===== config.mk =====
export PLATFORM = sky130hd
export DESIGN_NAME = wave_rom_sequencer_flat
export DESIGN_NICKNAME = d
export VERILOG_FILES = /design/src/rtl/wave_rom_sequencer_if.sv /design/src/rtl/wave_rom_sequencer.sv /design/src/flat_wrapper.sv
export SDC_FILE = /design/constraint.sdc
export NUM_CORES = 1
export LEC_CHECK = 0
export BUFFER_PORTS_ARGS = -buffer_cell sky130_fd_sc_hd__buf_2
export CORE_AREA = 2 2 140 142
export DETAILED_ROUTE_END_ITERATION = 10
export DIE_AREA = 0 0 142 144
export GPL_ROUTABILITY_DRIVEN = 0
export PLACE_DENSITY = 0.79
export SLEW_MARGIN = 10
export SYNTH_ARGS = -nofsm -noshare
export SYNTH_HDL_FRONTEND = slang
export SYNTH_SLANG_ARGS = --single-unit

===== constraint.sdc =====
create_clock -name clk -period 8.7 [get_ports clk]
set_input_delay 2.175 -clock clk [delete_from_list [all_inputs] [get_ports clk]]
set_output_delay 2.175 -clock clk [all_outputs]
set_load 0.02 [all_outputs]

===== src/rtl/wave_rom_sequencer_if.sv =====
// rtl/wave_rom_sequencer_if.sv - control, waveform ROM and DAC signal bundle for wave_rom_sequencer
interface wave_rom_sequencer_if #(
    parameter int PHASE_WIDTH = 32,
    parameter int ADDR_WIDTH  = 10,
    parameter int DATA_WIDTH  = 8
);
    logic [PHASE_WIDTH-1:0] cfg_fword;
    logic [7:0]             cfg_amp;
    logic [15:0]            cfg_burst;
    logic                   cfg_load;
    logic                   start;
    logic                   stop;
    logic [ADDR_WIDTH-1:0]  rom_addr;
    logic [DATA_WIDTH-1:0]  rom_data;
    logic [DATA_WIDTH-1:0]  dac_data;
    logic                   dac_valid;
    logic                   busy;
    logic                   done;

    // master is the control/ROM side; slave is the sequencer
    modport master (
        output cfg_fword, cfg_amp, cfg_burst, cfg_load, start, stop, rom_data,
        input  rom_addr, dac_data, dac_valid, busy, done
    );

    modport slave (
        input  cfg_fword, cfg_amp, cfg_burst, cfg_load, start, stop, rom_data,
        output rom_addr, dac_data, dac_valid, busy, done
    );
endinterface


===== src/rtl/wave_rom_sequencer.sv =====
// rtl/wave_rom_sequencer.sv - phase-accumulator waveform ROM sequencer with burst mode and amplitude scaling
module wave_rom_sequencer #(
    parameter int                    PHASE_WIDTH = 32,
    parameter int                    ADDR_WIDTH  = 10,
    parameter int                    DATA_WIDTH  = 8,
    parameter logic [DATA_WIDTH-1:0] IDLE_CODE   = 8'h80
) (
    input  logic                clk,
    input  logic                rst_n,
    wave_rom_sequencer_if.slave bus
);
    typedef enum logic {
        ST_IDLE = 1'b0,
        ST_RUN  = 1'b1
    } state_t;

    localparam int                  PROD_WIDTH = DATA_WIDTH + 10;
    localparam logic [DATA_WIDTH:0] MIDSCALE   = (DATA_WIDTH + 1)'(1) << (DATA_WIDTH - 1);

    state_t state_q, state_d;

    logic [PHASE_WIDTH-1:0] phase_q;
    logic [15:0]            period_cnt_q;
    logic [PHASE_WIDTH-1:0] fword_sh_q, fword_act_q;
    logic [7:0]             amp_sh_q, amp_act_q, amp_pipe_q;
    logic [15:0]            burst_sh_q, burst_act_q;
    logic                   valid_pipe_q;
    logic [DATA_WIDTH-1:0]  dac_data_q;
    logic                   dac_valid_q;
    logic                   done_q;

    logic [PHASE_WIDTH:0]   phase_sum;
    logic                   wrap;
    logic                   last_wrap;
    logic                   run_start;
    logic                   run_done;

    logic [DATA_WIDTH:0]    centered;
    logic [PROD_WIDTH-1:0]  centered_ext;
    logic [PROD_WIDTH-1:0]  amp_ext;
    logic [PROD_WIDTH-1:0]  product;
    logic [DATA_WIDTH-1:0]  scaled;

    assign phase_sum = {1'b0, phase_q} + {1'b0, fword_act_q};
    assign wrap      = (state_q == ST_RUN) && phase_sum[PHASE_WIDTH];
    assign last_wrap = wrap && (burst_act_q != 16'd0) && ((period_cnt_q + 16'd1) == burst_act_q);

    always_comb begin
        state_d   = state_q;
        run_start = 1'b0;
        run_done  = 1'b0;
        case (state_q)
            ST_IDLE: begin
                if (bus.start && !bus.stop) begin
                    state_d   = ST_RUN;
                    run_start = 1'b1;
                end
            end
            ST_RUN: begin
                // abort wins over a burst completing on the same edge
                if (bus.stop) begin
                    state_d = ST_IDLE;
                end else if (last_wrap) begin
                    state_d  = ST_IDLE;
                    run_done = 1'b1;
                end
            end
            default: state_d = ST_IDLE;
        endcase
    end

    always_ff @(posedge clk or negedge rst_n) begin
        if (!rst_n) begin
            state_q <= ST_IDLE;
        end else begin
            state_q <= state_d;
        end
    end

    always_ff @(posedge clk or negedge rst_n) begin
        if (!rst_n) begin
            fword_sh_q <= '0;
            amp_sh_q   <= '0;
            burst_sh_q <= '0;
        end else if (bus.cfg_load) begin
            fword_sh_q <= bus.cfg_fword;
            amp_sh_q   <= bus.cfg_amp;
            burst_sh_q <= bus.cfg_burst;
        end
    end

    // Shadow equals active unless reloaded, so copying on every wrap only ever
    // applies a pending reload at a period boundary; burst stays fixed per run.
    always_ff @(posedge clk or negedge rst_n) begin
        if (!rst_n) begin
            phase_q      <= '0;
            period_cnt_q <= '0;
            fword_act_q  <= '0;
            amp_act_q    <= '0;
            burst_act_q  <= '0;
        end else if (run_start) begin
            phase_q      <= '0;
            period_cnt_q <= '0;
            fword_act_q  <= fword_sh_q;
            amp_act_q    <= amp_sh_q;
            burst_act_q  <= burst_sh_q;
        end else if (state_q == ST_RUN) begin
            phase_q <= (state_d == ST_IDLE) ? '0 : phase_sum[PHASE_WIDTH-1:0];
            if (wrap) begin
                period_cnt_q <= period_cnt_q + 16'd1;
                fword_act_q  <= fword_sh_q;
                amp_act_q    <= amp_sh_q;
            end
        end
    end

    // Low bits of a two's-complement product do not depend on operand signedness,
    // so unsigned operands at full product width give the signed result.
    assign centered     = {1'b0, bus.rom_data} - MIDSCALE;
    assign centered_ext = {{9{centered[DATA_WIDTH]}}, centered};
    assign amp_ext      = {{(DATA_WIDTH + 2){1'b0}}, amp_pipe_q};
    assign product      = centered_ext * amp_ext;
    assign scaled       = {~product[DATA_WIDTH+7], product[DATA_WIDTH+6:8]};

    // amp_pipe_q keeps the gain aligned with the ROM word one cycle behind rom_addr
    always_ff @(posedge clk or negedge rst_n) begin
        if (!rst_n) begin
            valid_pipe_q <= 1'b0;
            amp_pipe_q   <= '0;
            dac_data_q   <= IDLE_CODE;
            dac_valid_q  <= 1'b0;
            done_q       <= 1'b0;
        end else begin
            valid_pipe_q <= (state_q == ST_RUN);
            amp_pipe_q   <= amp_act_q;
            dac_valid_q  <= valid_pipe_q;
            dac_data_q   <= valid_pipe_q ? scaled : IDLE_CODE;
            done_q       <= run_done;
        end
    end

    assign bus.rom_addr  = phase_q[PHASE_WIDTH-1 -: ADDR_WIDTH];
    assign bus.dac_data  = dac_data_q;
    assign bus.dac_valid = dac_valid_q;
    assign bus.busy      = (state_q == ST_RUN);
    assign bus.done      = done_q;
endmodule


===== src/flat_wrapper.sv =====
// flat-port wrapper written by rule: the top's interface ports become plain ports
module wave_rom_sequencer_flat 
#(
    parameter int                    PHASE_WIDTH = 32,
    parameter int                    ADDR_WIDTH  = 10,
    parameter int                    DATA_WIDTH  = 8,
    parameter logic [DATA_WIDTH-1:0] IDLE_CODE   = 8'h80
)
  (clk, rst_n, bus_cfg_fword, bus_cfg_amp, bus_cfg_burst, bus_cfg_load, bus_start, bus_stop, bus_rom_data, bus_rom_addr, bus_dac_data, bus_dac_valid, bus_busy, bus_done);
  wave_rom_sequencer_if #(.PHASE_WIDTH(PHASE_WIDTH), .ADDR_WIDTH(ADDR_WIDTH), .DATA_WIDTH(DATA_WIDTH)) bus_i ();
  input  logic clk;
  input  logic rst_n;
  input wire logic [$bits(bus_i.cfg_fword)-1:0] bus_cfg_fword;
  input wire logic [$bits(bus_i.cfg_amp)-1:0] bus_cfg_amp;
  input wire logic [$bits(bus_i.cfg_burst)-1:0] bus_cfg_burst;
  input wire logic [$bits(bus_i.cfg_load)-1:0] bus_cfg_load;
  input wire logic [$bits(bus_i.start)-1:0] bus_start;
  input wire logic [$bits(bus_i.stop)-1:0] bus_stop;
  input wire logic [$bits(bus_i.rom_data)-1:0] bus_rom_data;
  output wire logic [$bits(bus_i.rom_addr)-1:0] bus_rom_addr;
  output wire logic [$bits(bus_i.dac_data)-1:0] bus_dac_data;
  output wire logic [$bits(bus_i.dac_valid)-1:0] bus_dac_valid;
  output wire logic [$bits(bus_i.busy)-1:0] bus_busy;
  output wire logic [$bits(bus_i.done)-1:0] bus_done;
  assign bus_i.cfg_fword = bus_cfg_fword;
  assign bus_i.cfg_amp = bus_cfg_amp;
  assign bus_i.cfg_burst = bus_cfg_burst;
  assign bus_i.cfg_load = bus_cfg_load;
  assign bus_i.start = bus_start;
  assign bus_i.stop = bus_stop;
  assign bus_i.rom_data = bus_rom_data;
  assign bus_rom_addr = bus_i.rom_addr;
  assign bus_dac_data = bus_i.dac_data;
  assign bus_dac_valid = bus_i.dac_valid;
  assign bus_busy = bus_i.busy;
  assign bus_done = bus_i.done;
  wave_rom_sequencer #(.PHASE_WIDTH(PHASE_WIDTH), .ADDR_WIDTH(ADDR_WIDTH), .DATA_WIDTH(DATA_WIDTH), .IDLE_CODE(IDLE_CODE)) u_core (.clk(clk), .rst_n(rst_n), .bus(bus_i));
endmodule

* Word-level counts from Yosys, hierarchy flattened *
Index checks and enable logic that the tools add are counted.

word-level totals
  register bits after elaboration = 180
  input bits = 69
  logic and storage cells = 51

operators by class
  reduce and logical (&&, ||, !) cells = 9
  mux-type cells = 21
  equality and inequality tests = 1
  add/sub/neg operators = 3
  bitwise logic cells = 2
  multipliers = 1

operator list
  operator               number
  $mux 32                6
  $mux 16                3
  $add 32x32->33         1
  $mux 8                 4
  $add 16x1->16 const B  1
  $eq 16x16->1           1
  $mul 9x9->16           1
  $reduce_bool 16->1     1
  $sub 8x8->9 const B    1
  $mux 1                 7
  $logic_and 1x1->1      4
  $reduce_bool 2->1      2
  $not 1->1              2
  $pmux 1 s2             1
  $reduce_and 2->1       1
  $logic_not 1->1        1

* Depth between registers and ports, before layout *
  word-level depth = 10
  mapped depth = 17
  depth with buffers taken out = 17

* Worst setup path after synthesis *
No wires, ideal clock.

  path type = input to register
  from = input bus_rom_data[7]
  to = register u_core.dac_data_q[5], in the netlist u_core.bus.dac_data[5]
  cell stages on the path = 16
  arrival time = 5938 ps
  slack = 2643 ps
  required time = 8581 ps
  cell sequence = nand2b_1 -> fa_1 -> inv_1 -> fa_1 -> inv_1 -> fa_1 -> inv_1 -> fa_1 -> ha_1 -> o21a_1 -> a21o_1 -> a21oi_1 -> o211ai_1 -> a21oi_1 -> xnor2_1 -> and2_1

on the way
  word-level cells in the longest chain between the ends = 3

ends and longest elaborated chain
  what                  RTL line                   source
  start, declared       flat_wrapper.sv:19         input wire logic [$bits(bus_i.rom_data)-1:0] bus_rom_data;
  $sub 8x8->9           wave_rom_sequencer.sv:119  assign centered = {1'b0, bus.rom_data} - MIDSCALE;
  $mul 9x9->16          wave_rom_sequencer.sv:122  assign product = centered_ext * amp_ext;
  $mux 8                wave_rom_sequencer.sv:137  dac_data_q <= valid_pipe_q ? scaled : IDLE_CODE;
  end signal, assigned  wave_rom_sequencer.sv:137
  end, declared         wave_rom_sequencer.sv:28   logic [DATA_WIDTH-1:0] dac_data_q;

No other way between the ends.
A chain may end at the register's enable or synchronous reset.

* Worst setup path in the final report *
  from = input bus_rom_data[7]
  to = register u_core.dac_data_q[7], in the netlist u_core.bus.dac_data[7]

on the way
  word-level cells in the longest chain between the ends = 4

ends and longest elaborated chain
  what          RTL line                   source
  $sub 8x8->9   wave_rom_sequencer.sv:119
  $mul 9x9->16  wave_rom_sequencer.sv:122
  $not 1->1     wave_rom_sequencer.sv:123  assign scaled = {~product[DATA_WIDTH+7], product[DATA_WIDTH+6:8]};
  $mux 8        wave_rom_sequencer.sv:137

No other way between the ends.

==> metrics.md <==
| Metric | Value |
|---|---|
| Aggregate global routing overflow | `0` |
| Layout Cell Area excl Fill | `12300 µm²` |
| CP delay by family, top | `adder cells` |
| Avg WL per Cell | `16.71 µm` |
| CTS resizes | `0` |
| Num CTS Buffers | `17` |
| R2R setup slack | `4120 ps` |
| Initial core utilization | `0.5830` |
| Core area | `19080 µm²` |
| First-pass GRT wire length | `37980 µm` |
| Worst path bufs/invs | `4` |
| Placed insts | `1281` |
| Top-area cell type share of the netlist area | `0.4027` |
| Post-synthesis async set-or-reset flop share | `1.000` |
| Synth cell count leaders | `dfrtp_1, mux2_2, inv_1` |
| Top cell by count, worst path | `fa_1` |
| Final WL | `21950 µm` |
| Hold_ws | `359.8 ps` |
| CTS tree | `done` |
| Synth warn | `0` |
| Clock Root Buffer | `clkbuf_16` |
| Area leader, netlist | `dfrtp_1` |
| Die Ht | `144 µm` |
| Non-filler cells, final | `1313` |
| Hold buffer count at CTS | `0` |
| Initial antenna violation count | `0` |
| Crit Path Max Fanout | `8` |
| NumNets Final | `1244` |
| Post-DP Area | `11680 µm²` |
| CTS Buffer Depth | `2` |
| CP Capture Type | `flip-flop` |
| Iter 0 DRT Violations | `400` |
| Distinct cells, synth | `64` |
| Synth Cell Area | `11120 µm²` |
| RR Startpoint | `u_core.amp_pipe_q[0]` |
| Final period util | `0.6890` |
| Data arrival, critical path | `6360 ps` |
| Core Rows | `51` |
| Die ar. | `20450 µm²` |
| Crit path launch | `bus_rom_data[7]` |
| Critical path startpoint category | `input port` |
| CP max stage cell | `fa_1` |
| DR pass1 iterations | `5` |
| Rel. slew slack | `0.2865` |
| Final hold viol count | `0` |
| ANT cells | `0` |
| Clock Latency Late Sink | `430 ps` |
| Ys flop type | `dfrtp_1` |
| Reg2Reg Depth | `16` |
| Post-synth EDFFs | `0` |
| Main combinational cell family by area after synthesis | `adder cells` |
| Sequential area share after synthesis | `0.4051` |
| Worst path depth | `17` |
| Layout cells sized above 1 | `0.2279` |
| Mapped Cells | `993` |
| Setup Skew | `11.35 ps` |
| Detail Route Antenna Nets | `0` |
| Setup tns final | `0 ps` |
| Postcts setup bufs | `0` |
| Largest net degree at the start of global routing | `109` |
| Area Overhead vs Synth | `10.58%` |
| Port bufs | `89` |
| Worst hold path type | `flip-flop to flip-flop` |
| Detail Placement HPWL | `15410 µm` |
| GR Util All Layers | `0.2313` |
| Critical R2R Capture | `u_core.bus.dac_data[7]` |
| Crit path to | `u_core.bus.dac_data[7]` |
| Xor and xnor area share after synthesis | `0.04173` |
| Tmin final | `5995 ps` |
| IO Count | `90` |
| Critical Path Max Stage Delay | `560 ps` |
| Final setup viols | `0` |
| Fillers | `1463` |
| Total of max-cap violations | `0` |
| Outcome | `finished, final reports clean` |
| Synth area leaders | `dfrtp_1, mux2_2, fa_1` |
| Synth Area in Simple Gates | `0.1012` |
| Vias | `7678` |
| Unrepaired setup endpoints after global routing | `false` |
| Most common cell in the netlist | `dfrtp_1` |
| Mux contribution to synthesized area | `0.1143` |
| Syn avg cell area | `11.20 µm²` |
| Worst-margin pin slew | `1070 ps` |
| Synthesis-stage register bit count | `180` |
| DR vias/cell | `5.848` |
| WS Path Type | `input port to flip-flop` |
| Vias in the first global route | `7954` |
| Synth Area in Compound Gates | `0.1243` |
| Clock slew at reported path FFs | `70 ps` |
| Mapped Nets | `1175` |
| H-tree depth | `4` |
| Post-synthesis adder-cell area fraction | `0.1622` |
| FMAX | `166.8 MHz` |
| Crit path cell chain | `buf_2, nand2b_1, fa_1, inv_1, fa_1, inv_1, fa_1, inv_1, fa_1, ha_1, o21a_1, a21o_1, a21oi_1, o211ai_1, a31oi_1, xnor2_1, nand2_1` |
| CTS Sinks | `180` |
| DRC | `0` |
| CP Data Required Time | `9060 ps` |
| Die X | `142 µm` |
| Final Slew Violations | `0` |
-- flip-flops by register name, summed over array words and instances, names as in the netlist --
register              flops
u_core.bus.dac_valid      1
u_core.fword_act_q       32
u_core.amp_sh_q           8
u_core.amp_pipe_q         8
u_core.burst_sh_q        16
u_core.bus.done           1
u_core.bus.busy           1
u_core.period_cnt_q      16
u_core.bus.dac_data       8
u_core.burst_act_q       16
u_core.fword_sh_q        32
u_core.phase_q           32
u_core.amp_act_q          8
u_core.valid_pipe_q       1
-- layout by cell type (no fill, tap or decap), types with 4 or more instances in the layout --
cell type | netlist | final
a211oi_1 | 5 | 5
a32o_1 | 4 | 4
a22o_1 | 28 | 28
a21oi_1 | 59 | 58
and3_1 | 12 | 12
clkbuf_16 | 0 | 17
nand2_1 | 43 | 43
o211ai_1 | 8 | 8
nand2b_1 | 13 | 12
o21bai_1 | 5 | 5
nand3_1 | 15 | 15
nand4_1 | 5 | 5
or3_1 | 12 | 12
xnor2_1 | 37 | 37
and2_1 | 42 | 42
nor2_1 | 14 | 14
nor3_1 | 13 | 13
a21o_1 | 14 | 14
o21ai_0 | 29 | 29
ha_1 | 61 | 61
dfrtp_1 | 179 | 179
clkbuf_1 | 20 | 5
mux2_2 | 112 | 112
buf_4 | 11 | 4
xor2_1 | 16 | 16
fa_1 | 52 | 52
a31oi_1 | 9 | 9
bufinv_16 | 0 | 4
or4_1 | 6 | 6
inv_1 | 89 | 89
nor2b_1 | 5 | 5
buf_2 | 8 | 88
o31ai_1 | 7 | 7
nor4_1 | 8 | 8
-- final cells by class --
cell class / instances / area [µm²] / area share
clock buffer: 24 / 471.7 / 0.03835
clock inverter: 8 / 150.1 / 0.01221
inverter: 89 / 334.1 / 0.02716
multi-input combinational: 681 / 6060 / 0.4926
sequential: 180 / 4506 / 0.3663
tap: 238 / 297.8 / 0.02421
timing repair buffer: 93 / 481.7 / 0.03916
-- per-layer routing --
metal | vias up | track usage | part of all wire
met5 | - | 0 | 0
met2 | 160 | 0.3997 | 0.50
met4 | 0 | 0.06263 | 0.015
li1 | 3614 | - | -
met1 | 3876 | 0.3036 | 0.45
met3 | 28 | 0.04073 | 0.034
-- stage by stage --
step,utilization,setup WS (ps)
after global placement,0.6121,2317
final,0.6447,2705
after detailed placement,0.6121,2241
after floorplan,-,2643
after CTS,0.6447,2694
after global routing,0.6447,2368
-- logic make-up after synthesis --
kind of cell	count (synthesis)
flops	180
simple gates	203
mux	113
buf+inv	132
xor+xnor	53
fa+ha+maj	113
compound gates	199
-- worst min-delay path by stage --
stage | slack, ps | end | cells after the start | start
4_1_cts | 360 | u_core.amp_pipe_q[6] | 0 | u_core.amp_act_q[6]
3_3_place_gp | 360 | u_core.amp_pipe_q[6] | 0 | u_core.amp_act_q[6]
3_5_place_dp | 360 | u_core.amp_pipe_q[6] | 0 | u_core.amp_act_q[6]
6_report | 360 | u_core.amp_pipe_q[6] | 0 | u_core.amp_act_q[6]
5_1_grt | 380 | u_core.amp_pipe_q[6] | 0 | u_core.amp_act_q[6]
2_1_floorplan | 350 | u_core.amp_pipe_q[0] | 0 | u_core.amp_act_q[0]
Power is not shown: default switching activity piles up to over one toggle a cycle in this logic, so the estimate is an artifact.
